`config.mk`:
```
export PLATFORM = sky130hd
export DESIGN_NAME = ntt_sched
export DESIGN_NICKNAME = d
export VERILOG_FILES = /design/src/rtl/ntt_sched.sv
export SDC_FILE = /design/constraint.sdc
export NUM_CORES = 1
export LEC_CHECK = 0
export ABC_AREA = 0
export BUFFER_PORTS_ARGS = -buffer_cell sky130_fd_sc_hd__buf_4
export CORE_ASPECT_RATIO = 1.25
export CORE_MARGIN = 10
export CORE_UTILIZATION = 45
export CTS_CLUSTER_DIAMETER = 40
export DETAILED_ROUTE_END_ITERATION = 6
export HOLD_SLACK_MARGIN = 0.03
export PLACE_DENSITY = 0.71
export SLEW_MARGIN = 10
export SYNTH_ARGS = -nofsm -noshare
export SYNTH_HDL_FRONTEND = slang
export SYNTH_SLANG_ARGS = --single-unit
```
`constraint.sdc`:
```
create_clock -name clk -period 3.3 [get_ports clk]
set_input_delay 0.66 -clock clk [delete_from_list [all_inputs] [get_ports clk]]
set_output_delay 0.66 -clock clk [all_outputs]
set_load 0.1 [all_outputs]
```
`src/rtl/ntt_sched.sv`:
```
// ntt_sched: issue/retire sequencer feeding one butterfly PE through full 256-point NTT/INTT passes.
// Build macro SCHED_FINAL_SCALE_EN appends an INTT scaling layer (PE_MODE_MUL, scale_o).
package ntt_sched_pkg;
   typedef enum logic [1:0] {
      PE_MODE_NTT  = 2'd0,
      PE_MODE_INTT = 2'd1,
      PE_MODE_MUL  = 2'd2
   } pe_mode_e;
endpackage

module ntt_sched
   import ntt_sched_pkg::*;
#(
   parameter int MEM_LAT  = 1,
   parameter int PIPE_LAT = 4,
   parameter int ADDR_W   = 8
) (
   input  logic              clk,
   input  logic              rst,
   input  logic              start_i,
   input  logic              inv_i,
   input  logic              hold_i,
   output logic              busy_o,
   output logic              done_o,
   output logic              err_o,
   output logic              rd_en_o,
   output logic [ADDR_W-1:0] rd_addr_a_o,
   output logic [ADDR_W-1:0] rd_addr_b_o,
   output logic [6:0]        tw_idx_o,
   output pe_mode_e          pe_ctrl_o,
   output logic              pe_valid_o,
   input  logic              pe_valid_i,
   output logic              wr_en_o,
   output logic [ADDR_W-1:0] wr_addr_a_o,
   output logic [ADDR_W-1:0] wr_addr_b_o,
   output logic              scale_o
);
   localparam int DLY   = MEM_LAT + PIPE_LAT;
   localparam int CNT_W = $clog2(DLY + 1);

   typedef enum logic [1:0] {S_IDLE, S_ISSUE, S_DRAIN, S_DONE} state_e;
   typedef struct packed {
      logic              vld;
      logic [ADDR_W-1:0] a;
      logic [ADDR_W-1:0] b;
   } ret_t;
   typedef struct packed {
      logic       vld;
      logic [6:0] tw;
      pe_mode_e   mode;
      logic       scale;
   } iss_t;

   state_e           state_q, state_d;
   logic [2:0]       layer_q, layer_d;
   logic [6:0]       bfly_q, bfly_d, k_q, k_d;
   logic             inv_q, inv_d, err_q;
   logic [CNT_W-1:0] inflight_q, inflight_d;
   ret_t             ret_q [DLY];
   iss_t             iss_q [MEM_LAT];

   logic              issue, retire, scale_layer, grp_end;
   logic [2:0]        shift, last_layer;
   logic [ADDR_W-1:0] bfly_x, len_v, mask_v, addr_a, addr_b;
   pe_mode_e          mode;

`ifdef SCHED_FINAL_SCALE_EN
   assign scale_layer = (layer_q == 3'd7);
   assign last_layer  = inv_q ? 3'd7 : 3'd6;
`else
   assign scale_layer = 1'b0;
   assign last_layer  = 3'd6;
`endif

   assign issue      = (state_q == S_ISSUE) && !hold_i;
   assign retire     = ret_q[DLY-1].vld;
   assign inflight_d = inflight_q + CNT_W'(issue) - CNT_W'(retire);

   // len is a power of two, so group/offset split is a mask and the group base a shift
   assign shift   = inv_q ? layer_q + 3'd1 : 3'd7 - layer_q;
   assign bfly_x  = ADDR_W'(bfly_q);
   assign len_v   = ADDR_W'(1) << shift;
   assign mask_v  = len_v - ADDR_W'(1);
   assign grp_end = (bfly_x & mask_v) == mask_v;

   always_comb begin
      addr_a = ((bfly_x & ~mask_v) << 1) | (bfly_x & mask_v);
      addr_b = addr_a | len_v;
      mode   = inv_q ? PE_MODE_INTT : PE_MODE_NTT;
      if (scale_layer) begin
         addr_a = {bfly_x[ADDR_W-2:0], 1'b0};
         addr_b = {bfly_x[ADDR_W-2:0], 1'b1};
         mode   = PE_MODE_MUL;
      end
   end

   always_comb begin
      state_d = state_q;
      layer_d = layer_q;
      bfly_d  = bfly_q;
      k_d     = k_q;
      inv_d   = inv_q;
      case (state_q)
         S_IDLE: begin
            if (start_i) begin
               state_d = S_ISSUE;
               inv_d   = inv_i;
               layer_d = 3'd0;
               bfly_d  = 7'd0;
               k_d     = inv_i ? 7'd127 : 7'd1;
            end
         end
         S_ISSUE: begin
            if (issue) begin
               bfly_d = bfly_q + 7'd1;
               if (grp_end && !scale_layer) k_d = inv_q ? k_q - 7'd1 : k_q + 7'd1;
               if (bfly_q == 7'd127) state_d = S_DRAIN;
            end
         end
         // wait until every write of this layer has landed before reading the next
         S_DRAIN: begin
            if (inflight_d == '0) begin
               if (layer_q == last_layer) begin
                  state_d = S_DONE;
               end else begin
                  state_d = S_ISSUE;
                  layer_d = layer_q + 3'd1;
               end
            end
         end
         default: state_d = S_IDLE;
      endcase
   end

   always_ff @(posedge clk or negedge rst) begin
      if (!rst) begin
         state_q    <= S_IDLE;
         layer_q    <= '0;
         bfly_q     <= '0;
         k_q        <= '0;
         inv_q      <= 1'b0;
         err_q      <= 1'b0;
         inflight_q <= '0;
         for (int i = 0; i < DLY; i++) ret_q[i] <= '0;
         for (int i = 0; i < MEM_LAT; i++) iss_q[i] <= '0;
      end else begin
         state_q    <= state_d;
         layer_q    <= layer_d;
         bfly_q     <= bfly_d;
         k_q        <= k_d;
         inv_q      <= inv_d;
         inflight_q <= inflight_d;
         ret_q[0]   <= '{vld: issue, a: rd_addr_a_o, b: rd_addr_b_o};
         for (int i = 1; i < DLY; i++) ret_q[i] <= ret_q[i-1];
         iss_q[0]   <= '{vld: issue, tw: k_q, mode: mode, scale: issue && scale_layer};
         for (int i = 1; i < MEM_LAT; i++) iss_q[i] <= iss_q[i-1];
         if (pe_valid_i != retire) err_q <= 1'b1;
      end
   end

   assign busy_o      = (state_q != S_IDLE);
   assign done_o      = (state_q == S_DONE);
   assign err_o       = err_q;
   assign rd_en_o     = issue;
   assign rd_addr_a_o = issue ? addr_a : '0;
   assign rd_addr_b_o = issue ? addr_b : '0;
   assign tw_idx_o    = iss_q[MEM_LAT-1].tw;
   assign pe_ctrl_o   = iss_q[MEM_LAT-1].mode;
   assign pe_valid_o  = iss_q[MEM_LAT-1].vld;
   assign scale_o     = iss_q[MEM_LAT-1].scale;
   assign wr_en_o     = pe_valid_i;
   assign wr_addr_a_o = ret_q[DLY-1].a;
   assign wr_addr_b_o = ret_q[DLY-1].b;
endmodule

```
==> results.md, run 1 <==
Timing:
- The count of pins over their slew limit was 0.
- On the final layout, the worst clock skew is 10.1 ps.
- The actual transition at the worst max-transition pin is 929 ps.
- The final worst-path setup slack is -136 ps.
- The shortest clock period the worst path allows after layout is 3440 ps.
- The post-route setup TNS is -333 ps.
- The final-report hold violation count is 0.
- Setup violations remaining at the end of the flow were counted as 3.
- Setup repair after global routing could not meet its margin everywhere.
- In this run the tightest slew margin relative to its limit is 38.1%.
- The maximum clock rate is 291 MHz.
- The portion of the clock cycle consumed by the worst path in the final layout is 104%.

Worst setup path:
- Of all nets on the critical path, the largest fanout is 4.
- The type of element launching the critical path is a register.
- Data arrives at the worst endpoint at 2780 ps.
- The critical setup path kind is reg -> out.
- Data on the critical path is required at its endpoint by 2640 ps.
- The type of destination of the critical path is an output pin.

Clocking:
- Clock tree synthesis inserted a total of 17 buffers.
- The tree is rooted in a clkbuf_16.
- The clock transition at the registers of the reported paths is 60 ps.
- The clock latency reported for the late side of the worst-skew pair is 410 ps.
- The TritonCTS clock tree is built.
- The H-tree generated during clock tree synthesis spans 4 levels.
- The longest clock path from root to sink contains 2 buffers.
- The clock net in this run drives a total of 117 sinks.

Placed design:
- The post-DP HPWL is 5.94 mm.
- Timing analysis after detailed placement gives a worst setup slack of 30.5 ps.
- Port buffering added 51 buffers.
- The weighted congestion at the end of routability-driven global placement is 0.837.
- The total instance count after detailed placement is 509.

Logic synthesis:
- The compound-cell area share of the yosys netlist is 10.1%.
- The xor/xnor cell area share of the yosys netlist is 2.92%.
- The part of the Yosys area used for sequential elements is 65.0%.
- After technology mapping, the gate count stands at 346.
- In this run, synthesis produced a sequential element count of 117.
- The dominant register cell in the synthesized netlist is dfrtp_1.
- After synthesis, the largest family of logic cells by area is compound AO/OA/AOI/OAI gates.
- The average instance in the mapped netlist occupies 13.0 um2.
- The share of async-settable or async-resettable flops after synthesis is 100%.
- The synthesized area is 4500 um2.
- The number of distinct library cells after synthesis is 54.
- The synthesized netlist devotes 8.92% of its cell area to simple gates.
- The total of warnings raised by yosys is 0.
- The area share of fa/ha/maj cells after synthesis is 4.50%.
- Yosys mapped a number of flops with a built-in enable equal to 0.
- Of the post-synthesis cell area, the part taken by muxes is 2.78%.

Outcome:
- The flow ran to the end, but the final reports show violations.
- The checks that failed: setup timing.

Floorplanning:
- The initial utilization of the core area, before any placement, comes to 46.4%.
- The number of primary I/O pins is 54.
- The core region is 9710 um2.
- In this run the horizontal extent of the chip is 109 um.
- In this run the vertical extent of the chip is 132 um.
- The floorplan step defined a die boundary enclosing 14,400 um2.
- The site row count is 40.

Cells and area:
- The fraction of final layout cells with drive strength greater than 1 is 37.2%.
- The final cell count without fillers is 556.
- The count of inserted antenna diode cells is 0.
- The area growth from synthesis to final layout is 34.0%.
- In the final design database the tool counted 439 nets.

Route:
- In the routed layout, each cell is associated on average with a via count of 5.03.
- The detail route stage leaves a number of antenna-violating nets equal to 0.
- The total detailed-routing wirelength is 8.99 mm.
- The number of vias after detailed routing is 2,797.
- The number of search-and-repair iterations in the first detailed-routing pass is 4.
- After detailed routing, the number of remaining DRC violations is 0.
- After detailed routing, the average wire length per cell comes to 16.2 um.
- The detailed router's first-iteration violation count is 181.

Global routing:
- The first global-routing pass estimated 14.5 mm of wire.
- The largest net degree at the start of global routing is 77.
- The global-route congestion overflow total is 0.
- The via count of the first global-routing pass is 2,988.
- The global-route usage over all layers is 13.0%.
- The number of antenna violations at the first check in global routing was 0.

Power:
- Total power for the finished layout comes to 0.00696 W.
- The power density relative to cell area is 1150 nW/um2.
- The worst-case IR drop observed on VDD is 0.707 mV.
- The leakage power of the design is 2.90 nW.

Min path:
- The type of the tightest min-delay check is reg -> reg.

Run:
- The number of maximum-capacitance constraint violations is 0.
-- final timing paths --
| check | slack (ps) | to | depth (start not counted) | from |
|---|---|---|---|---|
| hold reg to reg | 340 | ret_q[59] | 0 | ret_q[76] |
| hold / removal | 340 | ret_q[59] | 0 | ret_q[76] |
| setup reg to reg | 270 | k_q[4] | 12 | layer_q[1] |
| max in group asynchronous | 2160 | ret_q[61] | 2 | rst |
| setup / recovery | -140 | rd_addr_b_o[7] | 12 | layer_q[1] |
| min in group asynchronous | 390 | tw_idx_o[3] | 1 | rst |
-- layer usage --
metal / wire length (um) / share of wire (%) / track usage (%) / up-vias
li1: - / - / - / 1304
met1: 3440 / 38 / 13.2 / 1383
met2: 4860 / 54 / 22.3 / 89
met3: 479 / 5.3 / 5.04 / 21
met4: 216 / 2.4 / 6.16 / 0
met5: 0 / 0 / 0 / -
-- stage by stage --
| step | hold slack (ps) | area (um2) | utilization (%) |
|---|---|---|---|
| after global routing | 346 | 6030 | 62.1 |
| after global placement | 332 | 5140 | 53.0 |
| after detailed placement | 335 | 5140 | 53.0 |
| after CTS | 346 | 5940 | 61.2 |
| final | 343 | 6030 | 62.1 |
| after floorplan | 331 | 4680 | - |
-- flip-flops by register name, indices dropped and copies added (netlist names) --
| signal | flops |
|---|---|
| bfly_q | 7 |
| err_o | 1 |
| inflight_q | 3 |
| inv_q | 1 |
| k_q | 7 |
| layer_q | 3 |
| pe_ctrl_o | 1 |
| pe_valid_o | 1 |
| ret_q | 67 |
| retire | 1 |
| state_q | 2 |
| tw_idx_o | 7 |
| wr_addr_a_o | 8 |
| wr_addr_b_o | 8 |
-- cell families (layout without fill, tap and decap cells) --
group / count (synthesis) / after routing
flops: 117 / 117
simple gates: 79 / 79
compound gates: 66 / 66
buf+inv: 46 / 129
fa+ha+maj: 15 / 15
xor+xnor: 12 / 12
mux: 10 / 10
other cells: 1 / 2
-- cell type report --
class / count / area, um2
timing repair buffer: 82 / 704
sequential: 117 / 2930
tap: 126 / 158
inverter: 16 / 63.8
clock buffer: 21 / 450
fill: 744 / 3680
clock inverter: 10 / 180
multi-input combinational: 184 / 1550
-- critical path: stages, from the launching register on --
cell	delay [ps]
dfrtp_2	450
ha_4	180
and2b_4	280
xnor2_4	80
nand2_2	100
ha_4	160
inv_4	40
a211o_1	250
and3_4	160
o22ai_4	150
nor2b_4	210
a21o_4	120
buf_12	170
-- synthesized netlist by cell type, types with 4 or more instances --
cell	count	area, um2
a21o_1	6	45.0
nand2_1	20	75.1
buf_4	19	143
nor2_1	20	75.1
clkbuf_1	7	26.3
inv_1	14	52.6
nand3_1	4	20.0
xor2_1	4	35.0
o21ai_0	15	75.1
nand2b_1	7	43.8
o21a_1	4	30.0
xnor2_1	6	52.6
a211oi_1	5	37.5
a21oi_1	15	75.1
dfrtp_1	117	2930
mux2_4	5	75.1
nor3b_1	5	37.5
mux2i_1	5	50.1
ha_1	13	163
-- timing repair --
action,in CTS,in global routing
endpoints found under the setup margin,12,12
pin swaps,8,8
gates cloned,0,0
buffers inserted,12,4
hold buffers,0,0
resized for setup,19,13
-- cells in the final DEF, fill, tap and decap left out, types with 3 or more instances in the layout --
| master | count |
|---|---|
| a211oi_1 | 4 |
| a21o_1 | 3 |
| a21oi_1 | 10 |
| a21oi_4 | 3 |
| and3_1 | 3 |
| buf_12 | 5 |
| buf_4 | 70 |
| buf_6 | 7 |
| bufinv_16 | 5 |
| clkbuf_1 | 3 |
| clkbuf_16 | 17 |
| clkinv_2 | 4 |
| dfrtp_1 | 116 |
| ha_1 | 8 |
| ha_4 | 4 |
| inv_1 | 12 |
| mux2_4 | 5 |
| mux2i_1 | 4 |
| nand2_1 | 18 |
| nand2b_1 | 7 |
| nand3_1 | 4 |
| nand3b_1 | 3 |
| nor2_1 | 16 |
| nor2_2 | 3 |
| nor3_1 | 3 |
| nor3b_1 | 5 |
| o21a_1 | 4 |
| o21ai_0 | 13 |
| o31a_1 | 3 |
| or2_2 | 3 |
| xnor2_1 | 6 |
| xor2_1 | 4 |
-- report_power, final --
part / internal, W / leakage (nW) / total [W] / switching (W)
Clock: 0.00135 / 0.303 / 0.00195 / 0.000599
Sequential: 0.00172 / 1.56 / 0.00193 / 0.000214
Combinational: 0.00114 / 1.04 / 0.00308 / 0.00194
Total: 0.00421 / 2.90 / 0.00696 / 0.00275
(Power assumes the default switching activity.)
==> run 2: changes to the inputs <==
clock period = 2.9 ns   (was 3.3 ns; I/O delays follow)
==> run 2 against run 1 <==
The run still ends with setup timing left. Global-route usage is 0.64 points higher. Die area did not move. Sequential share of layout area is 2.6 points lower. Sequential power up 12%. Core utilization rose by 3.5 points. Clock skew shrank 0.78 ps. Critical path depth unchanged. Non-clock buffer count up 25. Register-to-register slack got worse by 400 ps. Critical path type unchanged. Critical endpoint is now rd_addr_a_o[7]. Highest routed layer unchanged.
==> results.md, run 2 (synthesized netlist as in run 1, its figures left out) <==
Clocking:
- The TritonCTS clock tree is built.
- The tree is rooted in a clkbuf_16.
- The maximum count of clock buffers along a single path is 2.
- The number of buffers added to fix hold violations after cts is 0.
- Clock-pin slew was measured on the worst setup and hold paths at 60 ps.
- The number of clock sinks is 117.
- Buffers inserted during clock tree synthesis total 17.
- The clock latency reported for the late side of the worst-skew pair is 410 ps.
- CTS built an H-tree with a depth of 4.

Power:
- The leakage power of the design is 3.06 nW.
- In this run, the combinational gates consume 49.1% of the power.
- Per report_power, the clock group accounts for 24.2% of the total.
- For this design the total switching power over the nets is 0.00331 W.
- Net switching is 41.0% of the power.
- The power density relative to cell area is 1270 nW/um2.
- The power share of the sequential group is 26.8%.
- The internal portion of the total power is 0.00476 W.
- The maximum VDD drop is 0.804 mV.

Global routing:
- After global routing the overflow that remains totals 0.
- The number of antenna violations at the first check in global routing came to 0.
- The first global-routing pass estimated 15.2 mm of wire.
- The via count of the first global-routing pass is 3,043.
- The global-route usage over all layers is 13.6%.
- The largest net degree at the start of global routing is 60.

Cells and area:
- The register with the most flip-flops in the layout has 67 of them.
- The sequential cell area is 2930 um2.
- Fill cells in the final layout number 690.
- Counting flops per register, the top entry is ret_q.
- Compared with the post-synthesis result, the final layout area differs by 41.5%.
- In the final layout, the share of cells above drive strength 1 is 43.2%.
- In the layout the commonest cells are dfrtp_1, buf_4, nand2_1, clkbuf_16, buf_12.
- The total area of multi-input combinational cells is 1620 um2.
- For this run, the share of the core covered by cells in the final layout is 65.6%.
- The most common library cell in the layout ignoring fill and taps is dfrtp_1.
- The count of inserted antenna diode cells is 0.
- In the final design database the tool counted 464 nets.
- The count of cells in the finished layout, fillers not included, comes to 582.

Worst setup path:
- The slowest stage of the critical path is the dfrtp_2 cell.
- The critical path goes through ha_4 > and2b_4 > xnor2_4 > nand2_2 > ha_4 > inv_2 > a211o_1 > and3_4 > o22ai_4 > nor2b_4 > buf_4 > buf_12.
- The data required time at the worst endpoint is 2320 ps.
- The startpoint identified for the worst register-to-register timing path is layer_q[1].
- The critical path starts at layer_q[1].
- The type of element launching the critical path is a register.
- The library cell appearing most often on the critical path is ha_4.
- The worst setup path is captured at an output pin.
- The maximum net fanout on the critical path is 4.
- The critical setup path kind is reg -> out.
- The endpoint arrival time on the critical path is 2740 ps.
- The worst stage delay on the critical path is 450 ps.

Floorplanning:
- The number of primary I/O pins is 54.
- The die extent in x is 109 um.
- The core region is 9710 um2.
- The die height is 132 um.
- The effective utilization at floorplan is 46.4%.
- After floorplanning, the core was divided into 40 placement rows.
- The die covers 14,400 um2.

Timing:
- The shortest clock period the worst path allows after layout is 3320 ps.
- Headroom to the max-slew limit came out at 49.7%.
- The clock arrives with 9.34 ps of skew.
- The actual transition at the worst max-transition pin is 755 ps.
- The total of endpoints with negative setup slack in the final report is 21.
- The worst path uses 115% of the clock period.
- The maximum clock rate is 301 MHz.
- Setup repair after global routing could not meet its margin everywhere.
- The count of pins over their slew limit is 0.
- The final-report hold violation count is 0.
- In the post-route analysis, the smallest setup slack over all paths is -422 ps.

Route:
- The number of vias after detailed routing is 2,881.
- The number of search-and-repair iterations in the first detailed-routing pass is 4.
- In the final routed layout, each cell accounts on average for 16.3 um.
- Once detail routing completed, the nets flagged for antenna violations numbered 0.
- After detailed routing, the number of remaining DRC violations is 0.
- The average vias per placed instance is 4.95.
- The total detailed-routing wirelength is 9.47 mm.
- After the first detailed-routing iteration, the DRC count stood at 202.

Placed design:
- The total of buffers placed on input and output ports is 51.
- At the end of routability-driven placement, the weighted congestion stood at 0.870.
- The post-DP HPWL is 6.19 mm.
- The total instance count after detailed placement is 532.

Outcome:
- The final reports fail on setup timing.
- The flow ran to the end, but the final reports show violations.

Run:
- The number of maximum-capacitance constraint violations is 0.

Min path:
- In this run the worst hold path is classified as in -> async.
==> run 2: cell type report <==
cell class,instances,area share (%)
repair buffers,107,16.2
multi-input cells,184,25.3
flip-flops and latches,117,46.0
clock buffers,18,6.89
inverters,16,1.06
clock inverters,14,2.02
well taps,126,2.47
==> run 2: layer usage <==
| metal | part of all wire (%) | track usage, % | up-vias |
|---|---|---|---|
| li1 | - | - | 1354 |
| met1 | 39 | 14.4 | 1430 |
| met2 | 53 | 22.7 | 75 |
| met3 | 5.2 | 5.68 | 22 |
| met4 | 2.8 | 5.94 | 0 |
| met5 | 0 | 0 | - |
==> run 2: power by group through the flow <==
stage	clock network, W	registers [W]	logic [W]
2_1_floorplan	0	0.00255	0.00221
3_3_place_gp	0	0.00216	0.00346
3_5_place_dp	0	0.00218	0.00354
4_1_cts	0.00198	0.00216	0.00382
5_1_grt	0.00208	0.00220	0.00420
6_report	0.00195	0.00216	0.00396
==> run 2: worst paths after layout <==
kind | end | slack, ps | cells past startpoint
worst max-delay path | rd_addr_a_o[7] | -420 | 12
worst min-delay path | tw_idx_o[3] | 230 | 1
worst max register to register | k_q[2] | -130 | 12
worst min register to register | ret_q[60] | 340 | 0
max in group asynchronous | ret_q[25] | 1920 | 2
min in group clk | ret_q[60] | 340 | 0
==> run 2: stage by stage <==
stage	setup TNS (ps)	cell area, um2	total power [W]	worst slack, ps	hold slack (ps)
2_1_floorplan	-2090	4750	0.00476	-544	284
3_3_place_gp	-114	5380	0.00562	-73.4	332
3_5_place_dp	-519	5380	0.00571	-124	335
4_1_cts	-4680	6250	0.00797	-415	257
5_1_grt	-6970	6370	0.00848	-540	283
6_report	-4680	6370	0.00807	-422	231
==> run 2: repair_timing <==
| action | in CTS | in global routing |
|---|---|---|
| setup endpoints to repair | 20 | 21 |
| gates resized for setup | 58 | 7 |
| setup buffers | 8 | 10 |
| cloned | 0 | 0 |
| pin swaps | 12 | 11 |
==> run 2: worst max-delay path, delay by kind of cell (launching register included) <==
kind	cells	cell delay [ps]
DFF	1	450
buffers and inverters	3	350
xor gates and xnor gates	1	80
adders and majority gates	2	310
AOI/OAI and AO/OA	2	360
and+or+nand+nor	4	760
==> run 3: changes to the inputs <==
CORE_UTILIZATION = 50   (was 45)
PLACE_DENSITY = 0.77   (was 0.71)
==> run 3 against run 2 <==
The flow still finishes with violations (setup timing). Critical path type unchanged. Non-clock buffer count stayed put. Combinational power rose by 3%. Wire length rose by 6.8%. Cell count fell by 1.2%. Total power is 5.7% higher. Core utilization grew 8.4 points.
==> results.md, run 3 (synthesized netlist as in run 1, its figures left out) <==
Timing:
- Setup violations remaining at the end of the flow were counted as 22.
- The actual transition at the worst max-transition pin is 586 ps.
- Once routing completed, OpenROAD measured the worst setup slack at -604 ps.
- The count of pins over their slew limit is 0.
- The maximum clock rate is 285 MHz.
- The worst hold-check slack is 59.4 ps.
- The smallest clock period supported by the final layout is computed as 3500 ps.
- Dividing the final minimum period by the clock period gives 121%.
- In this run the tightest slew margin relative to its limit is 60.9%.
- Setup repair after global routing could not meet its margin everywhere.
- Clock skew on the completed layout was measured at 12.7 ps.
- The final-report hold violation count is 0.

Outcome:
- The final reports fail on setup timing.
- The flow ran to the end, but the final reports show violations.

Global routing:
- The global-route usage over all layers is 15.9%.
- Global routing finished with a remaining overflow of 0.
- The number of antenna violations at the first check in global routing is 0.
- The via count of the first global-routing pass is 3,177.
- The first-pass GRT wire length is 16.5 mm.
- The largest net degree at the start of global routing is 58.

Cells and area:
- Leaving out fill and tap cells, the most frequent cells in the layout are dfrtp_1, buf_4, nand2_1.
- The net count reported at finish is 464.
- At the end of the flow the core is filled with cells to 74.0%.
- Leaving out fill and tap cells, the most frequent cell in the layout is dfrtp_1.
- The area growth from synthesis to final layout is 43.8%.
- Ranked by flip-flop count, first place goes to ret_q.
- The fraction of final layout cells with drive strength greater than 1 is 43.3%.
- The filler cell count in the final layout is 552.
- 0 antenna diodes ended up in the layout.
- The flip-flop count of the largest register, all copies and words added is 67.

Worst setup path:
- The setup check on the worst reg-to-reg path leaves a slack of -90 ps.
- The type of element launching the critical path is a register.
- STA classifies the critical path endpoint as an output pin.
- The length in cells of the worst reg-to-reg path is 14.
- The endpoint arrival time on the critical path is 2920 ps.
- The startpoint of the worst-slack reg-to-reg timing path is layer_q[1].
- For the worst setup path, the data required time is 2320 ps.
- Of all nets on the critical path, the largest fanout is 4.
- The endpoint of the worst register-to-register path is k_q[5].
- The critical setup path kind is reg -> out.

Clocking:
- The maximum count of clock buffers along a single path is 2.
- The buffer cell driving the clock tree root is clkbuf_8.
- The clock transition at the registers of the reported paths is 60 ps.
- In this run, post-CTS hold repair placed 0 buffers.
- TritonCTS built the clock tree.
- The H-tree was split into 4 levels.
- Counting the buffers created by CTS gives 17.
- The number of clock sinks is 117.
- At the later pin of the worst-skew pair, clock insertion delay measures 520 ps.

Route:
- The number of nets with antenna violations after detailed routing is 0.
- The first detailed-routing pass took 4 iterations.
- The total detailed-routing wirelength is 10.1 mm.
- The residual DRC count is 0.
- The detailed router's first-iteration violation count is 172.
- After detailed routing, the average wire length per cell comes to 17.6 um.
- Detailed routing inserted a total of 3,026 vias.
- In the routed layout, each cell is associated on average with a via count of 5.26.

Floorplanning:
- The floorplan step defined a die boundary enclosing 13,200 um2.
- Measured along the x axis, the die boundary spans 105 um.
- The number of primary I/O pins is 54.
- The effective utilization at floorplan is 51.5%.
- The site row count is 38.
- The die height is 126 um.
- The area inside the core boundary is 8750 um2.

Placed design:
- The total of buffers placed on input and output ports is 51.
- The weighted congestion at the end of routability-driven global placement is 0.892.
- The post-DP HPWL is 6.14 mm.

Min path:
- The type of the tightest min-delay check is in -> async.

Power:
- The worst-case IR drop observed on VDD is 0.998 mV.
- In this run the static leakage power is 3.09 nW.
- The power density relative to cell area is 1320 nW/um2.

Run:
- Max-cap violations in this run came to 0.
## run 3: power breakdown
group	internal, W	switching [W]
logic	0.00166	0.00243
registers	0.00195	0.000215
clock network	0.00153	0.000744
## run 3: what timing repair did
| item | 4_1_cts | 5_1_grt |
|---|---|---|
| resized for setup | 65 | 7 |
| setup endpoints to repair | 21 | 22 |
| setup buffers | 11 | 8 |
| pin swaps | 13 | 16 |
| hold endpoints to repair | 0 | 0 |
## run 3: metal layers
layer | share of wire [%] | GRT usage, %
met4 | 2.6 | 7.52
met2 | 53 | 26.9
met3 | 6.4 | 6.12
met5 | 0 | 0
met1 | 38 | 17.1
## run 3: metrics by stage
stage / instance area [um2] / worst slack, ps / setup TNS, ps / total power, W / cells
2_1_floorplan: 4750 / -544 / -2090 / 0.00476 / 347
3_3_place_gp: 5380 / -82.0 / -251 / 0.00562 / 525
3_5_place_dp: 5380 / -133 / -1000 / 0.00573 / 525
4_1_cts: 6380 / -551 / -5810 / 0.00839 / 567
5_1_grt: 6470 / -742 / -9050 / 0.00894 / 575
6_report: 6470 / -604 / -6510 / 0.00852 / 575
## run 3: layout make-up
| class | count | area (um2) | share of cell area [%] |
|---|---|---|---|
| Timing Repair Buffer | 107 | 1040 | 16.0 |
| Inverter | 16 | 70.1 | 1.08 |
| Sequential cell | 117 | 2930 | 45.3 |
| Clock inverter | 11 | 199 | 3.07 |
| Clock buffer | 20 | 445 | 6.88 |
| Tap cell | 120 | 150 | 2.32 |
| Multi-Input combinational cell | 184 | 1640 | 25.4 |
## run 3: worst max path at each step
stage | slack, ps | endpoint | startpoint
6_report | -600 | rd_addr_b_o[7] | layer_q[1]
5_1_grt | -740 | rd_addr_b_o[7] | layer_q[1]
4_1_cts | -550 | rd_addr_b_o[7] | layer_q[0]
3_5_place_dp | -130 | rd_addr_b_o[7] | layer_q[0]
3_3_place_gp | -80 | rd_addr_b_o[7] | layer_q[0]
2_1_floorplan | -540 | rd_addr_b_o[7] | layer_q[1]
## run 3: worst max-delay path: stages, from the launching register on
cell     delay [ps]
dfrtp_2         450
ha_4            180
and2b_4         280
xnor2_4          90
nand2_2         110
ha_4            150
inv_2            50
a211o_1         290
and3_4          170
o22ai_4         130
nor2b_4         220
a21o_4          120
buf_12          170
